<file path="src/rtl/sci_pkg.sv">
// Shared state encoding and command-bit constants for the SCI master.
package sci_pkg;

  typedef enum logic [2:0] {
    IDLE,
    CMD,
    ADDR,
    WDATA,
    WAIT_ACK,
    RDATA,
    DONE
  } sci_state_e;

  localparam logic SCI_CMD_WRITE = 1'b1;
  localparam logic SCI_CMD_READ  = 1'b0;

endpackage

</file>
<file path="src/rtl/sci_master_if.sv">
// Host request/response handshake plus the serial slave lines of the SCI master.
interface sci_master_if #(
  parameter int ADDR_WIDTH = 2,
  parameter int DATA_WIDTH = 8
);
  logic                  req_valid;
  logic                  req_ready;
  logic                  req_write;
  logic [ADDR_WIDTH-1:0] req_addr;
  logic [DATA_WIDTH-1:0] req_wdata;
  logic                  rsp_valid;
  logic [DATA_WIDTH-1:0] rsp_rdata;
  logic                  rsp_err;
  logic                  sci_csn;
  logic                  sci_req;
  logic                  sci_resp;
  logic                  sci_ack;

  modport master (
    input  req_valid, req_write, req_addr, req_wdata, sci_resp, sci_ack,
    output req_ready, rsp_valid, rsp_rdata, rsp_err, sci_csn, sci_req
  );

  modport slave (
    output req_valid, req_write, req_addr, req_wdata, sci_resp, sci_ack,
    input  req_ready, rsp_valid, rsp_rdata, rsp_err, sci_csn, sci_req
  );
endinterface

</file>
<file path="src/rtl/sci_frame_shifter.sv">
// Parallel-in/serial-out frame register, MSB first, with a count of bits already sent.
module sci_frame_shifter #(
  parameter int FRAME_W = 11,
  parameter int CNT_W   = $clog2(FRAME_W + 1)
) (
  input  logic               clk,
  input  logic               rst,
  input  logic               load,
  input  logic               shift_en,
  input  logic [FRAME_W-1:0] load_data,
  output logic               bit_out,
  output logic [CNT_W-1:0]   bit_cnt
);
  logic [FRAME_W-1:0] sreg;

  // Register and counter clear whenever no frame is in flight.
  always_ff @(posedge clk or posedge rst) begin
    if (rst) begin
      sreg    <= '0;
      bit_cnt <= '0;
    end else if (load) begin
      sreg    <= load_data;
      bit_cnt <= '0;
    end else if (shift_en) begin
      sreg    <= {sreg[FRAME_W-2:0], 1'b0};
      bit_cnt <= bit_cnt + CNT_W'(1);
    end else begin
      sreg    <= '0;
      bit_cnt <= '0;
    end
  end

  assign bit_out = sreg[FRAME_W-1];

endmodule

</file>
<file path="src/rtl/sci_master.sv">
// SCI master: shifts command/address/(data) frames to a slave and collects
// ACK-strobed read bits. Optional ACK timeout under SCI_MASTER_TIMEOUT_EN.
module sci_master
  import sci_pkg::*;
#(
  parameter int ADDR_WIDTH     = 2,
  parameter int DATA_WIDTH     = 8,
  parameter int TIMEOUT_CYCLES = 64
) (
  input  logic         clk,
  input  logic         rst,
  sci_master_if.master bus
);
  localparam int FRAME_W = 1 + ADDR_WIDTH + DATA_WIDTH;
  localparam int CNT_W   = $clog2(FRAME_W + 1);
  localparam int RD_W    = $clog2(DATA_WIDTH);
  localparam logic [CNT_W-1:0] ADDR_END = CNT_W'(ADDR_WIDTH);
  localparam logic [CNT_W-1:0] DATA_END = CNT_W'(ADDR_WIDTH + DATA_WIDTH);
  localparam logic [RD_W-1:0]  RD_LAST  = RD_W'(DATA_WIDTH - 1);

  if (DATA_WIDTH < 2) begin : g_dw_check
    $error("DATA_WIDTH must be at least 2");
  end
  if (TIMEOUT_CYCLES < 1) begin : g_to_check
    $error("TIMEOUT_CYCLES must be at least 1");
  end

  sci_state_e state, state_nx;
  logic                  wr_q, accept, shifting, waiting, sample, rd_last, to_hit;
  logic                  shift_bit;
  logic [CNT_W-1:0]      bit_cnt;
  logic [DATA_WIDTH-2:0] rd_shift;
  logic [DATA_WIDTH-1:0] rd_next, rdata_q;
  logic [RD_W-1:0]       rd_cnt;

  assign accept   = (state == IDLE) && bus.req_valid;
  assign shifting = (state == CMD) || (state == ADDR) || (state == WDATA);
  assign waiting  = (state == WAIT_ACK) || (state == RDATA);
  assign sample   = waiting && bus.sci_ack && !wr_q;
  assign rd_next  = {rd_shift, bus.sci_resp};
  assign rd_last  = (rd_cnt == RD_LAST);

  // Reads load data bits too; the FSM simply stops shifting after the address.
  sci_frame_shifter #(.FRAME_W(FRAME_W)) u_shift (
    .clk      (clk),
    .rst      (rst),
    .load     (accept),
    .shift_en (shifting),
    .load_data({bus.req_write ? SCI_CMD_WRITE : SCI_CMD_READ, bus.req_addr, bus.req_wdata}),
    .bit_out  (shift_bit),
    .bit_cnt  (bit_cnt)
  );

  always_ff @(posedge clk or posedge rst) begin
    if (rst) state <= IDLE;
    else     state <= state_nx;
  end

  always_comb begin
    state_nx      = state;
    bus.req_ready = 1'b0;
    bus.rsp_valid = 1'b0;
    bus.sci_csn   = 1'b0;
    bus.sci_req   = 1'b0;
    case (state)
      IDLE: begin
        bus.req_ready = 1'b1;
        bus.sci_csn   = 1'b1;
        if (bus.req_valid) state_nx = CMD;
      end
      CMD: begin
        bus.sci_req = shift_bit;
        state_nx    = ADDR;
      end
      ADDR: begin
        bus.sci_req = shift_bit;
        if (bit_cnt == ADDR_END) state_nx = wr_q ? WDATA : WAIT_ACK;
      end
      WDATA: begin
        bus.sci_req = shift_bit;
        if (bit_cnt == DATA_END) state_nx = WAIT_ACK;
      end
      WAIT_ACK, RDATA: begin
        if (to_hit)           state_nx = DONE;
        else if (bus.sci_ack) state_nx = (wr_q || rd_last) ? DONE : RDATA;
      end
      DONE: begin
        bus.sci_csn   = 1'b1;
        bus.rsp_valid = 1'b1;
        state_nx      = IDLE;
      end
      default: state_nx = IDLE;
    endcase
  end

  // Read bits accumulate separately so a timeout leaves the last good data visible.
  always_ff @(posedge clk or posedge rst) begin
    if (rst) begin
      wr_q     <= 1'b0;
      rd_shift <= '0;
      rd_cnt   <= '0;
      rdata_q  <= '0;
    end else begin
      if (accept) wr_q <= bus.req_write;
      if (!waiting) begin
        rd_shift <= '0;
        rd_cnt   <= '0;
      end else if (sample) begin
        rd_shift <= rd_next[DATA_WIDTH-2:0];
        rd_cnt   <= rd_cnt + RD_W'(1);
        if (rd_last) rdata_q <= rd_next;
      end
    end
  end

  assign bus.rsp_rdata = rdata_q;

`ifdef SCI_MASTER_TIMEOUT_EN
  localparam int TO_W = $clog2(TIMEOUT_CYCLES + 1);
  localparam logic [TO_W-1:0] TO_LAST = TO_W'(TIMEOUT_CYCLES - 1);

  logic [TO_W-1:0] to_cnt;
  logic            err_q;

  assign to_hit = waiting && !bus.sci_ack && (to_cnt == TO_LAST);

  // Counts consecutive ACK-low cycles; err_q marks the DONE cycle that follows an abort.
  always_ff @(posedge clk or posedge rst) begin
    if (rst) begin
      to_cnt <= '0;
      err_q  <= 1'b0;
    end else begin
      err_q <= to_hit;
      if (!waiting || bus.sci_ack) to_cnt <= '0;
      else                         to_cnt <= to_cnt + TO_W'(1);
    end
  end

  assign bus.rsp_err = (state == DONE) && err_q;
`else
  assign to_hit      = 1'b0;
  assign bus.rsp_err = 1'b0;
`endif

endmodule

</file>
<file path="src/flat_wrapper.sv">
// flat-port wrapper written by rule: the top's interface ports become plain ports
module sci_master_flat import sci_pkg::*;
#(
  parameter int ADDR_WIDTH     = 2,
  parameter int DATA_WIDTH     = 8,
  parameter int TIMEOUT_CYCLES = 64
)
  (clk, rst, bus_req_valid, bus_req_write, bus_req_addr, bus_req_wdata, bus_sci_resp, bus_sci_ack, bus_req_ready, bus_rsp_valid, bus_rsp_rdata, bus_rsp_err, bus_sci_csn, bus_sci_req);
  sci_master_if #(.ADDR_WIDTH(ADDR_WIDTH), .DATA_WIDTH(DATA_WIDTH)) bus_i ();
  input  logic clk;
  input  logic rst;
  input wire logic [$bits(bus_i.req_valid)-1:0] bus_req_valid;
  input wire logic [$bits(bus_i.req_write)-1:0] bus_req_write;
  input wire logic [$bits(bus_i.req_addr)-1:0] bus_req_addr;
  input wire logic [$bits(bus_i.req_wdata)-1:0] bus_req_wdata;
  input wire logic [$bits(bus_i.sci_resp)-1:0] bus_sci_resp;
  input wire logic [$bits(bus_i.sci_ack)-1:0] bus_sci_ack;
  output wire logic [$bits(bus_i.req_ready)-1:0] bus_req_ready;
  output wire logic [$bits(bus_i.rsp_valid)-1:0] bus_rsp_valid;
  output wire logic [$bits(bus_i.rsp_rdata)-1:0] bus_rsp_rdata;
  output wire logic [$bits(bus_i.rsp_err)-1:0] bus_rsp_err;
  output wire logic [$bits(bus_i.sci_csn)-1:0] bus_sci_csn;
  output wire logic [$bits(bus_i.sci_req)-1:0] bus_sci_req;
  assign bus_i.req_valid = bus_req_valid;
  assign bus_i.req_write = bus_req_write;
  assign bus_i.req_addr = bus_req_addr;
  assign bus_i.req_wdata = bus_req_wdata;
  assign bus_i.sci_resp = bus_sci_resp;
  assign bus_i.sci_ack = bus_sci_ack;
  assign bus_req_ready = bus_i.req_ready;
  assign bus_rsp_valid = bus_i.rsp_valid;
  assign bus_rsp_rdata = bus_i.rsp_rdata;
  assign bus_rsp_err = bus_i.rsp_err;
  assign bus_sci_csn = bus_i.sci_csn;
  assign bus_sci_req = bus_i.sci_req;
  sci_master #(.ADDR_WIDTH(ADDR_WIDTH), .DATA_WIDTH(DATA_WIDTH), .TIMEOUT_CYCLES(TIMEOUT_CYCLES)) u_core (.clk(clk), .rst(rst), .bus(bus_i));
endmodule
</file>
<file path="config.mk">
export PLATFORM = sky130hd
export DESIGN_NAME = sci_master_flat
export DESIGN_NICKNAME = d
export VERILOG_FILES = /design/src/rtl/sci_pkg.sv /design/src/rtl/sci_master_if.sv /design/src/rtl/sci_frame_shifter.sv /design/src/rtl/sci_master.sv /design/src/flat_wrapper.sv
export SDC_FILE = /design/constraint.sdc
export NUM_CORES = 1
export LEC_CHECK = 0
export CELL_PAD_IN_SITES_DETAIL_PLACEMENT = 1
export CELL_PAD_IN_SITES_GLOBAL_PLACEMENT = 2
export CORE_MARGIN = 8
export CORE_UTILIZATION = 37
export CTS_CLUSTER_DIAMETER = 60
export DETAILED_ROUTE_END_ITERATION = 8
export PLACE_DENSITY = 0.93
export SYNTH_ARGS = -nofsm -noshare
export SYNTH_HDL_FRONTEND = slang
export SYNTH_SLANG_ARGS = --single-unit
export TNS_END_PERCENT = 1
</file>
<file path="constraint.sdc">
create_clock -name clk -period 3.7 [get_ports clk]
set_input_delay 0.37 -clock clk [delete_from_list [all_inputs] [get_ports clk]]
set_output_delay 0.37 -clock clk [all_outputs]
set_load 0.05 [all_outputs]
</file>
==> results of run 1 <==
[worst paths after layout]
kind	startpoint	cells after the start	slack, ns	to
setup / recovery	u_core.state[0]	5	1.14	bus_sci_req
hold / removal	u_core.u_shift.sreg[3]	1	0.48	u_core.u_shift.sreg[4]
setup reg to reg	u_core.state[2]	3	2.01	u_core.wr_q
hold reg to reg	u_core.u_shift.sreg[3]	1	0.48	u_core.u_shift.sreg[4]
max in group asynchronous	rst	3	2.87	u_core.u_shift.sreg[1]
min in group asynchronous	rst	3	0.49	u_core.bus.rsp_rdata[6]
[worst max-delay path: stages, from the launching register on]
cell and delay [ns]:
sky130_fd_sc_hd__dfrtp_1 0.56, sky130_fd_sc_hd__nor2_1 0.11, sky130_fd_sc_hd__nor2_1 0.10, sky130_fd_sc_hd__buf_4 0.19, sky130_fd_sc_hd__and2_1 0.14, sky130_fd_sc_hd__clkdlybuf4s50_1 0.80
[sequential cells by signal (all words and copies together), names as in the netlist]
name	cells
u_core.bus.rsp_rdata	8
u_core.rd_cnt	3
u_core.state	3
u_core.rd_shift	7
u_core.wr_q	1
u_core.u_shift.bit_cnt	4
u_core.u_shift.sreg	11
[layer usage]
layer | GRT usage [%] | wire length [um]
met1 | 12.0 | 1530
met2 | 17.9 | 1800
met3 | 3.71 | 113
met4 | 4.79 | 60
met5 | 0 | 0
[stage by stage]
stage | setup WS, ns | instances | power [W] | util, % | hold slack [ns]
6_report | 1.14 | 220 | 0.00113 | 46.7 | 0.477
5_1_grt | 1.01 | 220 | 0.00121 | 46.7 | 0.504
4_1_cts | 1.12 | 220 | 0.00115 | 46.7 | 0.479
3_5_place_dp | 1.47 | 212 | 0.000865 | 44.7 | 0.461
3_3_place_gp | 1.52 | 212 | 0.000842 | 44.7 | 0.454
2_1_floorplan | 1.93 | 140 | 0.000780 | - | 0.449
[power groups by stage]
stage,Combinational (W),Sequential (W),Clock (W)
floorplan,0.000245,0.000535,0
global placement,0.000310,0.000532,0
detailed placement,0.000325,0.000541,0
CTS,0.000328,0.000534,0.000290
global route,0.000355,0.000544,0.000310
finish,0.000322,0.000534,0.000278
[layout make-up]
cell class | instances | area, um^2
fillers | 463 | 2320
flip-flops and latches | 37 | 926
multi-input cells | 92 | 664
repair buffers | 29 | 285
clock buffers | 5 | 68.8
well taps | 52 | 65.1
clock inverters | 3 | 17.5
inverters | 2 | 7.51
[cell usage in the layout, fill, tap and decap left out, drive strengths merged]
master         instances
a32oi                  1
clkinvlp               1
ha                     4
xor2                   1
o21ai                  3
conb                   1
clkinv                 2
nor2b                  2
mux2                   9
nand3                  1
clkdlybuf4s50         27
o32ai                  1
o31a                   1
nand2b                 2
a21oi                 11
and2                   2
o22ai                  1
and3                   1
inv                    2
nor2                   9
clkbuf                 5
buf                    2
dfrtp                 37
xnor2                  2
a22o                  10
or2                    3
and3b                  1
nor3                   2
and2b                  2
o31ai                  1
nand2                 21
[cell families after synthesis]
group | Yosys count | share of synthesized area, %
AO/OA/AOI/OAI | 29 | 12.3
XOR/XNOR | 3 | 1.58
adder cells (fa/ha/maj) | 4 | 3.00
buffers and inverters | 11 | 4.58
flip-flops | 37 | 55.6
multiplexers | 9 | 7.88
other | 1 | 0.225
AND/OR/NAND/NOR | 46 | 14.9
==> flow_results.xml, run 1 <==
<?xml version="1.0" encoding="UTF-8"?>
<metrics>
  <group name="run_status">
    <metric name="run_status" unit="">finished, final reports clean</metric>
  </group>
  <group name="timing">
    <metric name="timing.setup.tns" unit="ns">0</metric>
    <metric name="max_slew_margin" unit="%">65.7</metric>
    <metric name="final.period_utilization" unit="%">69.1</metric>
    <metric name="post-route-min-period" unit="ns">2.56</metric>
    <metric name="final_max_slew_viol_count" unit="">0</metric>
    <metric name="fmax" unit="MHz">391</metric>
    <metric name="setup_violations" unit="">0</metric>
    <metric name="worst-slew-pin-transition" unit="ns">0.513</metric>
    <metric name="report.final.hold_viol_count" unit="">0</metric>
    <metric name="worst_clock_skew" unit="ns">0.00494</metric>
    <metric name="rsz_0062_raised_after_global_routing" unit="">no</metric>
  </group>
  <group name="run">
    <metric name="timing.max_cap.violations" unit="">0</metric>
  </group>
  <group name="synth">
    <metric name="synth.cell_area" unit="mm^2">0.00167</metric>
    <metric name="synthArstFlopShare" unit="%">100</metric>
    <metric name="syn_avg_cell_area" unit="um^2">11.9</metric>
    <metric name="synth-seq-area-share" unit="%">55.6</metric>
    <metric name="postSynthNetCount" unit="">160</metric>
    <metric name="synth.top_cells.by_count" unit="">sky130_fd_sc_hd__dfrtp_1, sky130_fd_sc_hd__nand2_1, sky130_fd_sc_hd__a21oi_1</metric>
    <metric name="distinct_cells_synth" unit="">34</metric>
    <metric name="synthMostInstantiatedCell" unit="">sky130_fd_sc_hd__dfrtp_1</metric>
    <metric name="ys.warnings.count" unit="">0</metric>
    <metric name="synth-edff-count" unit="">0</metric>
    <metric name="synthFlopType" unit="">sky130_fd_sc_hd__dfrtp_1</metric>
    <metric name="synthDominantCellAreaShare" unit="%">55.6</metric>
    <metric name="synthesis.instances" unit="">140</metric>
    <metric name="synth.largest_area_cell" unit="">sky130_fd_sc_hd__dfrtp_1</metric>
    <metric name="yosys_register_bits" unit="">37</metric>
    <metric name="synth_area_leaders" unit="">sky130_fd_sc_hd__dfrtp_1, sky130_fd_sc_hd__mux2_4, sky130_fd_sc_hd__a22o_1, sky130_fd_sc_hd__nand2_1, sky130_fd_sc_hd__a21oi_1</metric>
  </group>
  <group name="detailed_routing">
    <metric name="drt-total-wl" unit="um">3510</metric>
    <metric name="vias_per_cell" unit="">5.11</metric>
    <metric name="antenna_left" unit="">0</metric>
    <metric name="vias" unit="">1124</metric>
    <metric name="drcViolationCount" unit="">0</metric>
    <metric name="drt_iter0_markers" unit="">51</metric>
    <metric name="dr.pass1.iters" unit="">4</metric>
    <metric name="post_drt_wl_per_cell" unit="um">15.9</metric>
  </group>
  <group name="floorplanning">
    <metric name="floorplan.core_area" unit="mm^2">0.00435</metric>
    <metric name="fp.dieArea" unit="mm^2">0.00691</metric>
    <metric name="floorplan.rows" unit="">24</metric>
    <metric name="die-height" unit="um">83.1</metric>
    <metric name="die_width" unit="um">83.1</metric>
    <metric name="top_level_ports" unit="">29</metric>
    <metric name="initial_core_util" unit="%">38.3</metric>
  </group>
  <group name="finish">
    <metric name="final_layout_size_suffix_gt1_share" unit="%">16.1</metric>
    <metric name="area.growth.synth_to_final" unit="%">22.1</metric>
    <metric name="fin_nets" unit="">187</metric>
    <metric name="final_cell_area" unit="mm^2">0.00203</metric>
    <metric name="diodes" unit="">0</metric>
  </group>
  <group name="worst_setup_path">
    <metric name="worst_ep_arrival_time" unit="ns">2.19</metric>
    <metric name="crit_fanout" unit="">12</metric>
    <metric name="critPathLaunchType" unit="">flip-flop</metric>
    <metric name="crit_path_end_kind" unit="">primary output</metric>
    <metric name="worstSetupPathType" unit="">reg -&gt; out</metric>
    <metric name="critPathRequiredTime" unit="ns">3.33</metric>
  </group>
  <group name="power">
    <metric name="power.switching_fraction" unit="%">34.7</metric>
    <metric name="power.switching" unit="W">0.000394</metric>
    <metric name="comb_power_share" unit="%">28.4</metric>
    <metric name="pwr-share-seq" unit="%">47.1</metric>
    <metric name="cellLeakagePower" unit="nW">0.949</metric>
    <metric name="vdd.ir_drop.worst" unit="uV">286</metric>
    <metric name="p_int" unit="W">0.000740</metric>
    <metric name="power_frac_clock" unit="%">24.5</metric>
    <metric name="cellPowerDensity" unit="mW/mm^2">557</metric>
  </group>
  <group name="clocking">
    <metric name="post_cts_buffers" unit="">0</metric>
    <metric name="cts_hold_repair.buffers" unit="">0</metric>
    <metric name="cts-root-to-sink-buffers" unit="">2</metric>
    <metric name="cts.root.buffer_cell" unit="">sky130_fd_sc_hd__clkbuf_8</metric>
    <metric name="htree_levels" unit="">2</metric>
    <metric name="clkLatencyLatePin" unit="ns">0.29</metric>
    <metric name="clock_edge_transition_at_the_registers_on_the_reported_setup_and_hold_paths" unit="ns">0.07</metric>
    <metric name="clock-sinks" unit="">37</metric>
    <metric name="tritoncts.num_buffers" unit="">5</metric>
    <metric name="clock_tree_from_tritoncts" unit="">done</metric>
    <metric name="cts_repair_resize_count" unit="">0</metric>
  </group>
  <group name="placement">
    <metric name="post_dp_cell_area" unit="mm^2">0.00195</metric>
    <metric name="hpwl_detailed" unit="um">2530</metric>
    <metric name="place.port_buffers" unit="">27</metric>
    <metric name="routabilityCongestion" unit="">0.851</metric>
  </group>
  <group name="global_routing">
    <metric name="grt_remaining_overflow" unit="">0</metric>
    <metric name="grt_pass1_vias" unit="">1239</metric>
    <metric name="antenna_violations_before_repair" unit="">0</metric>
    <metric name="track_usage" unit="%">10.7</metric>
    <metric name="grt_start_max_net_pins" unit="">38</metric>
    <metric name="grt_pass1_wl" unit="um">6040</metric>
  </group>
  <group name="worst_hold_path">
    <metric name="holdCritPathClass" unit="">reg -&gt; reg</metric>
  </group>
</metrics>
(Power assumes the default switching activity.)
==> run 2: changes to the inputs <==
CORE_UTILIZATION = 31   (was 37)
PLACE_DENSITY = 0.84   (was 0.93)
clock period = 2.3 ns   (was 3.7 ns; I/O delays follow)
==> run 2 against run 1 <==
Net effect:
- sequential share of layout area fell by 1.3 points
- critical path depth fell by 3
- sequential cell count did not move
- die area rose by 15%
- clock-buffer cell count did not move
- combinational power rose by 68%
- via count barely moved
- utilization fell by 6.0 points
- critical endpoint is now bus_rsp_valid
- largest cell class unchanged
==> flow_results.xml, run 2 (synthesis gave the netlist of run 1 again) <==
<?xml version="1.0" encoding="UTF-8"?>
<metrics>
  <group name="power">
    <metric name="cellLeakagePower" unit="nW">0.969</metric>
    <metric name="power.switching_fraction" unit="%">33.0</metric>
    <metric name="cellPowerDensity" unit="mW/mm^2">936</metric>
    <metric name="pwr-share-seq" unit="%">43.9</metric>
    <metric name="power.switching" unit="W">0.000648</metric>
    <metric name="vdd.ir_drop.worst" unit="uV">462</metric>
    <metric name="comb_power_share" unit="%">27.5</metric>
    <metric name="power_frac_clock" unit="%">28.6</metric>
    <metric name="p_int" unit="W">0.00131</metric>
  </group>
  <group name="global_routing">
    <metric name="grt_start_max_net_pins" unit="">38</metric>
    <metric name="grt_pass1_vias" unit="">1200</metric>
    <metric name="track_usage" unit="%">10.2</metric>
    <metric name="antenna_violations_before_repair" unit="">0</metric>
    <metric name="grt_remaining_overflow" unit="">0</metric>
    <metric name="grt_pass1_wl" unit="um">6220</metric>
  </group>
  <group name="timing">
    <metric name="setup_violations" unit="">0</metric>
    <metric name="fmax" unit="MHz">464</metric>
    <metric name="final.period_utilization" unit="%">93.6</metric>
    <metric name="max_slew_margin" unit="%">64.4</metric>
    <metric name="report.final.hold_viol_count" unit="">0</metric>
    <metric name="worst_clock_skew" unit="ns">0.00810</metric>
    <metric name="rsz_0062_raised_after_global_routing" unit="">no</metric>
    <metric name="final_max_slew_viol_count" unit="">0</metric>
    <metric name="post-route-min-period" unit="ns">2.15</metric>
    <metric name="worst-slew-pin-transition" unit="ns">0.532</metric>
    <metric name="timing.setup.tns" unit="ns">0</metric>
  </group>
  <group name="finish">
    <metric name="finish.utilization" unit="%">40.7</metric>
    <metric name="final_layout_size_suffix_gt1_share" unit="%">16.7</metric>
    <metric name="final_common_cell" unit="">sky130_fd_sc_hd__dfrtp_1</metric>
    <metric name="nFillCells" unit="">591</metric>
    <metric name="registers.top_by_ff_count" unit="">u_core.u_shift.sreg</metric>
    <metric name="fin_nets" unit="">187</metric>
    <metric name="largest_register_ff_count" unit="">11</metric>
    <metric name="diodes" unit="">0</metric>
    <metric name="area.growth.synth_to_final" unit="%">25.7</metric>
    <metric name="most_frequent_cells_in_the_layout" unit="">sky130_fd_sc_hd__dfrtp_1, sky130_fd_sc_hd__clkdlybuf4s50_1, sky130_fd_sc_hd__nand2_1</metric>
  </group>
  <group name="detailed_routing">
    <metric name="drt-total-wl" unit="um">3770</metric>
    <metric name="vias" unit="">1123</metric>
    <metric name="drcViolationCount" unit="">0</metric>
    <metric name="dr.pass1.iters" unit="">4</metric>
    <metric name="antenna_left" unit="">0</metric>
    <metric name="post_drt_wl_per_cell" unit="um">15.8</metric>
    <metric name="drt_iter0_markers" unit="">54</metric>
    <metric name="vias_per_cell" unit="">4.72</metric>
  </group>
  <group name="worst_setup_path">
    <metric name="crit_fanout" unit="">9</metric>
    <metric name="critical-path-top-delay-family" unit="">buffers and inverters</metric>
    <metric name="timing.critical_path.cells" unit="">and3b_1 &gt; clkdlybuf4s50_1</metric>
    <metric name="crit_path_end_kind" unit="">primary output</metric>
    <metric name="timing.critical_path.buf_inv" unit="">1</metric>
    <metric name="slowest_stage" unit="">sky130_fd_sc_hd__clkdlybuf4s50_1</metric>
    <metric name="critical-path-max-stage-delay" unit="ns">0.83</metric>
    <metric name="critPathLaunchType" unit="">flip-flop</metric>
    <metric name="critPathRequiredTime" unit="ns">2.07</metric>
    <metric name="worst_ep_arrival_time" unit="ns">1.92</metric>
    <metric name="worstSetupPathType" unit="">reg -&gt; out</metric>
  </group>
  <group name="clocking">
    <metric name="cts.root.buffer_cell" unit="">sky130_fd_sc_hd__clkbuf_8</metric>
    <metric name="post_cts_buffers" unit="">0</metric>
    <metric name="clkLatencyLatePin" unit="ns">0.29</metric>
    <metric name="clock_edge_transition_at_the_registers_on_the_reported_setup_and_hold_paths" unit="ns">0.08</metric>
    <metric name="clock_tree_from_tritoncts" unit="">done</metric>
    <metric name="tritoncts.num_buffers" unit="">5</metric>
    <metric name="htree_levels" unit="">2</metric>
    <metric name="cts-root-to-sink-buffers" unit="">2</metric>
    <metric name="clock-sinks" unit="">37</metric>
    <metric name="cts_repair_resize_count" unit="">1</metric>
    <metric name="cts_hold_repair.buffers" unit="">0</metric>
  </group>
  <group name="floorplanning">
    <metric name="die-height" unit="um">89.3</metric>
    <metric name="top_level_ports" unit="">29</metric>
    <metric name="die_width" unit="um">89.3</metric>
    <metric name="floorplan.core_area" unit="mm^2">0.00514</metric>
    <metric name="initial_core_util" unit="%">32.4</metric>
    <metric name="floorplan.rows" unit="">26</metric>
    <metric name="fp.dieArea" unit="mm^2">0.00798</metric>
  </group>
  <group name="placement">
    <metric name="hpwl_detailed" unit="um">2770</metric>
    <metric name="place.port_buffers" unit="">27</metric>
    <metric name="routabilityCongestion" unit="">0.733</metric>
  </group>
  <group name="worst_hold_path">
    <metric name="holdCritPathClass" unit="">in -&gt; async</metric>
  </group>
  <group name="run_status">
    <metric name="run_status" unit="">finished, final reports clean</metric>
  </group>
  <group name="run">
    <metric name="timing.max_cap.violations" unit="">0</metric>
  </group>
</metrics>
-- run 2: cell count changes in the layout (fill, tap and decap cells not counted), sizes merged --
cell and delta:
clkdlybuf4s50 -2, buf +1, bufinv +1, clkinv -1, dlygate4sd2 +1
-- run 2: worst reg2reg max path: stages, from the launching register on --
cell and delay (ns):
sky130_fd_sc_hd__dfrtp_1 0.52, sky130_fd_sc_hd__nor3_4 0.27, sky130_fd_sc_hd__and2_1 0.40, sky130_fd_sc_hd__mux2_2 0.38
-- run 2: path summary, 6_finish.rpt --
path / endpoint / from / cells past startpoint / slack, ns
min in group clk: u_core.u_shift.sreg[3] / u_core.u_shift.sreg[2] / 1 / 0.48
setup reg to reg: u_core.wr_q / u_core.state[2] / 3 / 0.61
setup / recovery: bus_rsp_valid / u_core.state[2] / 2 / 0.15
hold / removal: u_core.bus.rsp_rdata[5] / rst / 3 / 0.36
hold reg to reg: u_core.u_shift.sreg[3] / u_core.u_shift.sreg[2] / 1 / 0.48
max in group asynchronous: u_core.rd_cnt[1] / rst / 3 / 1.61
-- run 2: area by class of cell --
class / instances / area, um^2 / share of cell area, %
sequential: 37 / 926 / 44.2
multi-input combinational: 92 / 664 / 31.7
timing repair buffer: 29 / 294 / 14.0
tap: 70 / 87.6 / 4.18
clock buffer: 5 / 68.8 / 3.29
clock inverter: 3 / 46.3 / 2.21
inverter: 2 / 7.51 / 0.358
-- run 2: through the flow --
step           hold slack [ns]  total power [W]  std cells  setup slack (ns)  instance area, um^2
5_1_grt                  0.443          0.00208        238            0.0460                 2090
3_3_place_gp             0.453          0.00137        230             0.373                 1980
2_1_floorplan            0.361          0.00125        140             0.629                 1670
4_1_cts                  0.380          0.00199        238             0.113                 2090
6_report                 0.360          0.00196        238             0.147                 2090
3_5_place_dp             0.467          0.00142        230             0.325                 1980
-- run 2: routing by layer --
layer,track usage [%],vias up,share of wire (%)
met4,3.17,0,0.93
li1,-,529,-
met2,17.2,18,51
met3,3.40,5,3.6
met5,0,-,0
met1,12.0,571,44
-- run 2: power by group through the flow --
stage          Combinational (W)  Clock [W]  Sequential, W
3_3_place_gp            0.000512          0       0.000856
5_1_grt                 0.000599   0.000609       0.000876
2_1_floorplan           0.000394          0       0.000861
4_1_cts                 0.000549   0.000583       0.000862
6_report                0.000540   0.000561       0.000860
3_5_place_dp            0.000544          0       0.000872
